### config.mk
export PLATFORM = sky130hd
export DESIGN_NAME = slicel_cfg_loader
export DESIGN_NICKNAME = d
export VERILOG_FILES = /design/src/rtl/slicel_cfg_loader.sv
export SDC_FILE = /design/constraint.sdc
export NUM_CORES = 1
export LEC_CHECK = 0
export CAP_MARGIN = 20
export CORE_MARGIN = 2
export CORE_UTILIZATION = 45
export CTS_CLUSTER_DIAMETER = 80
export DETAILED_ROUTE_END_ITERATION = 8
export GPL_TIMING_DRIVEN = 0
export PLACE_DENSITY = 0.95
export SYNTH_ARGS = -nofsm -noshare
export SYNTH_HDL_FRONTEND = slang
export SYNTH_SLANG_ARGS = --single-unit
### constraint.sdc
create_clock -name clk -period 5.23 [get_ports clk]
set_clock_uncertainty 0.2 [all_clocks]
set_input_delay 1.046 -clock clk [delete_from_list [all_inputs] [get_ports clk]]
set_output_delay 1.046 -clock clk [all_outputs]
set_load 0.05 [all_outputs]
### src/rtl/slicel_cfg_loader.sv
// Byte-serial configuration sequencer for one slicel: assembles a frame in a shadow
// register, commits it with a one-cycle cen pulse. Optional: SLICEL_CFG_PARITY_EN.
module slicel_cfg_loader #(
   parameter  int S_XX_BASE = 4,
   parameter  int NUM_LUTS  = 4,
   parameter  int WORD_W    = 8,
   localparam int CFG_SIZE  = 2*2**S_XX_BASE+1,
   localparam int MUX_LVLS  = $clog2(NUM_LUTS),
   localparam int FRAME_W   = CFG_SIZE*NUM_LUTS + MUX_LVLS + 1 + 2*NUM_LUTS,
   localparam int NUM_WORDS = (FRAME_W + WORD_W - 1) / WORD_W
) (
   input  logic                         clk,
   input  logic                         rst_n,
   input  logic                         cfg_start,
   input  logic                         cfg_abort,
   input  logic                         in_valid,
   input  logic [WORD_W-1:0]            in_data,
`ifdef SLICEL_CFG_PARITY_EN
   input  logic                         in_parity,
`endif
   output logic                         in_ready,
   input  logic                         user_reg_ce,
   output logic [CFG_SIZE*NUM_LUTS-1:0] luts_config_out,
   output logic [MUX_LVLS-1:0]          inter_lut_mux_config_out,
   output logic                         config_use_cc_out,
   output logic [2*NUM_LUTS-1:0]        regs_config_out,
   output logic                         cen,
   output logic                         reg_ce,
   output logic                         busy,
   output logic                         cfg_done,
   output logic                         cfg_err
);
   localparam int CNT_W = $clog2(NUM_WORDS+1);
   localparam int FI_W  = $clog2(FRAME_W);
   localparam int WI_W  = (WORD_W > 1) ? $clog2(WORD_W) : 1;
   localparam int LUT_W = CFG_SIZE*NUM_LUTS;

   typedef enum logic [1:0] {IDLE, LOAD, COMMIT} state_t;

   state_t               state, state_nxt;
   logic [CNT_W-1:0]     cnt;
   logic [FRAME_W-1:0]   shadow, shadow_nxt;
   logic                 done_q;
   logic                 wr_en, clr_cnt;

`ifdef SLICEL_CFG_PARITY_EN
   logic par_ok, set_err, err_q;
   assign par_ok = ((^in_data) == in_parity);
`endif

   always_ff @(posedge clk or negedge rst_n) begin
      if (!rst_n) state <= IDLE;
      else        state <= state_nxt;
   end

   // Abort outranks a coincident word; a bad-parity word is never written.
   always_comb begin
      state_nxt = state;
      wr_en     = 1'b0;
      clr_cnt   = 1'b0;
`ifdef SLICEL_CFG_PARITY_EN
      set_err   = 1'b0;
`endif
      case (state)
         IDLE: if (cfg_start) begin
            state_nxt = LOAD;
            clr_cnt   = 1'b1;
         end
         LOAD: if (cfg_abort) begin
            state_nxt = IDLE;
         end else if (in_valid) begin
`ifdef SLICEL_CFG_PARITY_EN
            if (!par_ok) begin
               state_nxt = IDLE;
               set_err   = 1'b1;
            end else
`endif
            begin
               wr_en = 1'b1;
               if (cnt == CNT_W'(NUM_WORDS-1)) state_nxt = COMMIT;
            end
         end
         COMMIT:  state_nxt = IDLE;
         default: state_nxt = IDLE;
      endcase
   end

   // Word k lands on shadow bits [WORD_W*k +: WORD_W]; bits past FRAME_W fall off.
   always_comb begin
      shadow_nxt = shadow;
      for (int b = 0; b < FRAME_W; b++)
         if (wr_en && cnt == CNT_W'(b / WORD_W))
            shadow_nxt[FI_W'(b)] = in_data[WI_W'(b % WORD_W)];
   end

   always_ff @(posedge clk or negedge rst_n) begin
      if (!rst_n) begin
         cnt    <= '0;
         shadow <= '0;
         done_q <= 1'b0;
      end else begin
         shadow <= shadow_nxt;
         done_q <= (state == COMMIT);
         if (clr_cnt)    cnt <= '0;
         else if (wr_en) cnt <= cnt + 1'b1;
      end
   end

`ifdef SLICEL_CFG_PARITY_EN
   always_ff @(posedge clk or negedge rst_n) begin
      if (!rst_n)       err_q <= 1'b0;
      else if (clr_cnt) err_q <= 1'b0;
      else if (set_err) err_q <= 1'b1;
   end
   assign cfg_err = err_q;
`else
   assign cfg_err = 1'b0;
`endif

   assign in_ready = (state == LOAD);
   assign busy     = (state != IDLE);
   assign cen      = (state == COMMIT);
   assign cfg_done = done_q;
   // rst_n term keeps reg_ce low while reset is held, not just after the state clears.
   assign reg_ce   = user_reg_ce & ~busy & rst_n;

   assign luts_config_out          = shadow[LUT_W-1:0];
   assign inter_lut_mux_config_out = shadow[LUT_W +: MUX_LVLS];
   assign config_use_cc_out        = shadow[LUT_W+MUX_LVLS];
   assign regs_config_out          = shadow[FRAME_W-1 -: 2*NUM_LUTS];
endmodule

==> flow_summary.toml <==
[routing]
drt-pass1-iter-count = 5
drt-total-wl_um = 8160
drc = 0
wire_per_inst_um = 14.6
dr.first_iter.drc_count = 159
ant_nets = 0
num_vias = 2429
via_per_inst = 4.34

[clock_network]
hold_buffers = 0
cts_setup_buffers = 0
cts.sinks = 72
numCtsBuffers = 9
clock_latency_ps = 350
cts_max_path_buffers = 2
cts.reportedPaths.clkPinSlew_ps = 70
cts_root_buf = "clkbuf_8"
tritoncts = "built"
cts_htree_levels = 3
cts_resized = 0

[worst_hold_path]
worstHoldStart = "shadow[107]"
min_path_type = "flop to flop"
hold-path-endpoint = "shadow[107]"
min_path_cells = 1

[global_routing]
antenna_found_initial = 0
grt.total_usage = 0.188
busiest_layer = "met2"
grt_pass1_vias = 2423
grt_use_met2 = 0.326
grt_pass1_wl_um = 12500
grt_start_max_net_pins = 74
gr-usage-met3 = 0.0822
grt_use_met1 = 0.199
gr-total-overflow = 0

[floorplanning]
fp.dieH_um = 93.5
rows = 32
coreArea_um2 = 7730
die_w_um = 93.5
num_io_pins = 163
dieArea_um2 = 8750
initial_utilization = 0.467

[power]
p_per_area_nw_per_um2 = 338
power_mw = 1.70
leakage_nw = 2.60
ir_drop_v = 0.000207

[synthesis]
ys_top_cells_by_count = "buf_4 (80), dfrtp_1 (72), mux2_2 (64)"
syn_inst = 286
netlist.top_cell.by_area = "dfrtp_1"
netlist_top_cells_area = "dfrtp_1 (50%), mux2_2 (20%), buf_4 (17%)"
yosysSeqAreaShare = 0.499
ys_warn_count = 0
async_flop_share = 1.00
syn_avg_cell_area_um2 = 12.6
synth.distinct_cells = 34
synth-edff-count = 0
ys_ff_latch = 72
yosysMostFrequentCell = "buf_4"
syn-cell-area_um2 = 3610
synth_top_area_frac = 0.499
synth_ff_type = "dfrtp_1"

[final_layout]
area_delta_synth_final_pct = 39.2
nFillCells = 573
drive_gt1_frac = 0.380
final_net_count = 472
antenna_cells = 0
finalNonFillerCells = 560

[flow_run]
cap_violations = 0

[placed_design]
finalWeightedCongestion = 0.749
port_buffers = 77
dp_hpwl_um = 6020
place_inst = 544
post-place-ws_ps = 1170

[sta]
layout_setup_ws_ps = 1220
fin_crit_ps = 4010
fmax_ghz = 0.249
tightest_slew_ps = 888
finalSetupViolations = 0
relSlewSlack = 0.408
period_share = 0.767
hold_violations = 0
rsz0062_at_grt = "no"
whs_ps = 308
slew_viol_final = 0

[setup_path]
timing_worst_setup_path_type = "input port to primary output"
crit_fanout = 73
start_kind = "input port"
r2r_end = "shadow[106]"
end_kind = "primary output"
rrSetupSlack_ps = 3260
reg2reg_from = "cnt[1]"
reg2reg_depth = 5
required_ps = 3980
worst-endpoint-arrival_ps = 2760

[status]
outcome = "complete, no violations"
## layer usage
metal | vias to the layer above | share of wire
met5 | - | 0
met4 | 0 | 0.016
li1 | 1149 | -
met1 | 1144 | 0.37
met2 | 123 | 0.50
met3 | 13 | 0.12
## how the worst max path moves through the flow
stage               startpoint  endpoint  slack (ps)
CTS                      rst_n    reg_ce        1170
detailed placement       rst_n    reg_ce        1170
floorplan                rst_n    reg_ce        2250
global placement         rst_n    reg_ce        -880
finish                   rst_n    reg_ce        1220
global route             rst_n    reg_ce        1000
## logic make-up after synthesis
family	count (synthesis)	share of synthesized area
buffers and inverters	93	0.181
flip-flops	72	0.499
multiplexers	64	0.200
AND/OR/NAND/NOR	43	0.0853
AO/OA/AOI/OAI	8	0.0160
adder cells (fa/ha/maj)	5	0.0173
other	1	0.00104
## final cells by class
cell class / instances / area, um^2 / share of cell area
repair buffers: 77 / 768 / 0.153
clock buffers: 10 / 128 / 0.0254
inverters: 5 / 18.8 / 0.00374
clock inverters: 6 / 92.6 / 0.0184
flip-flops and latches: 72 / 1800 / 0.359
well taps: 102 / 128 / 0.0254
plain buffers: 88 / 634 / 0.126
multi-input cells: 200 / 1450 / 0.289
## layout by cell type (no fill, tap or decap), drive strengths merged, types with 2 or more instances in the layout
master          n
and2b           2
and4bb          7
buf            83
bufinv          2
clkbuf         16
clkdlybuf4s50  76
clkinvlp        2
conb           80
dfrtp          72
ha              5
inv             6
mux2           64
nand2          15
nand3           2
nor2            4
o21ai           2
## critical path, cell delays in order
cell             delay [ps]
buf_4                   680
nand2_1                 110
nor2_1                  100
clkdlybuf4s50_1         800
## flip-flops by register name (all words and copies together) (netlist names)
register / count
shadow: 64
state: 2
cnt: 5
cfg_done: 1
## stage by stage
step	cell area, um^2	utilization	TNS (ps)
after detailed placement	4800	0.621	0
after floorplan	3900	-	0
final	5020	0.650	0
after global routing	5020	0.650	0
after CTS	5020	0.650	0
after global placement	4800	0.621	-885
## power by group
part	switching, mW	internal (mW)	total (mW)
Clock	0.216	0.271	0.488
Sequential	0.0302	0.607	0.637
Combinational	0.397	0.177	0.574
(Power assumes the default switching activity.)
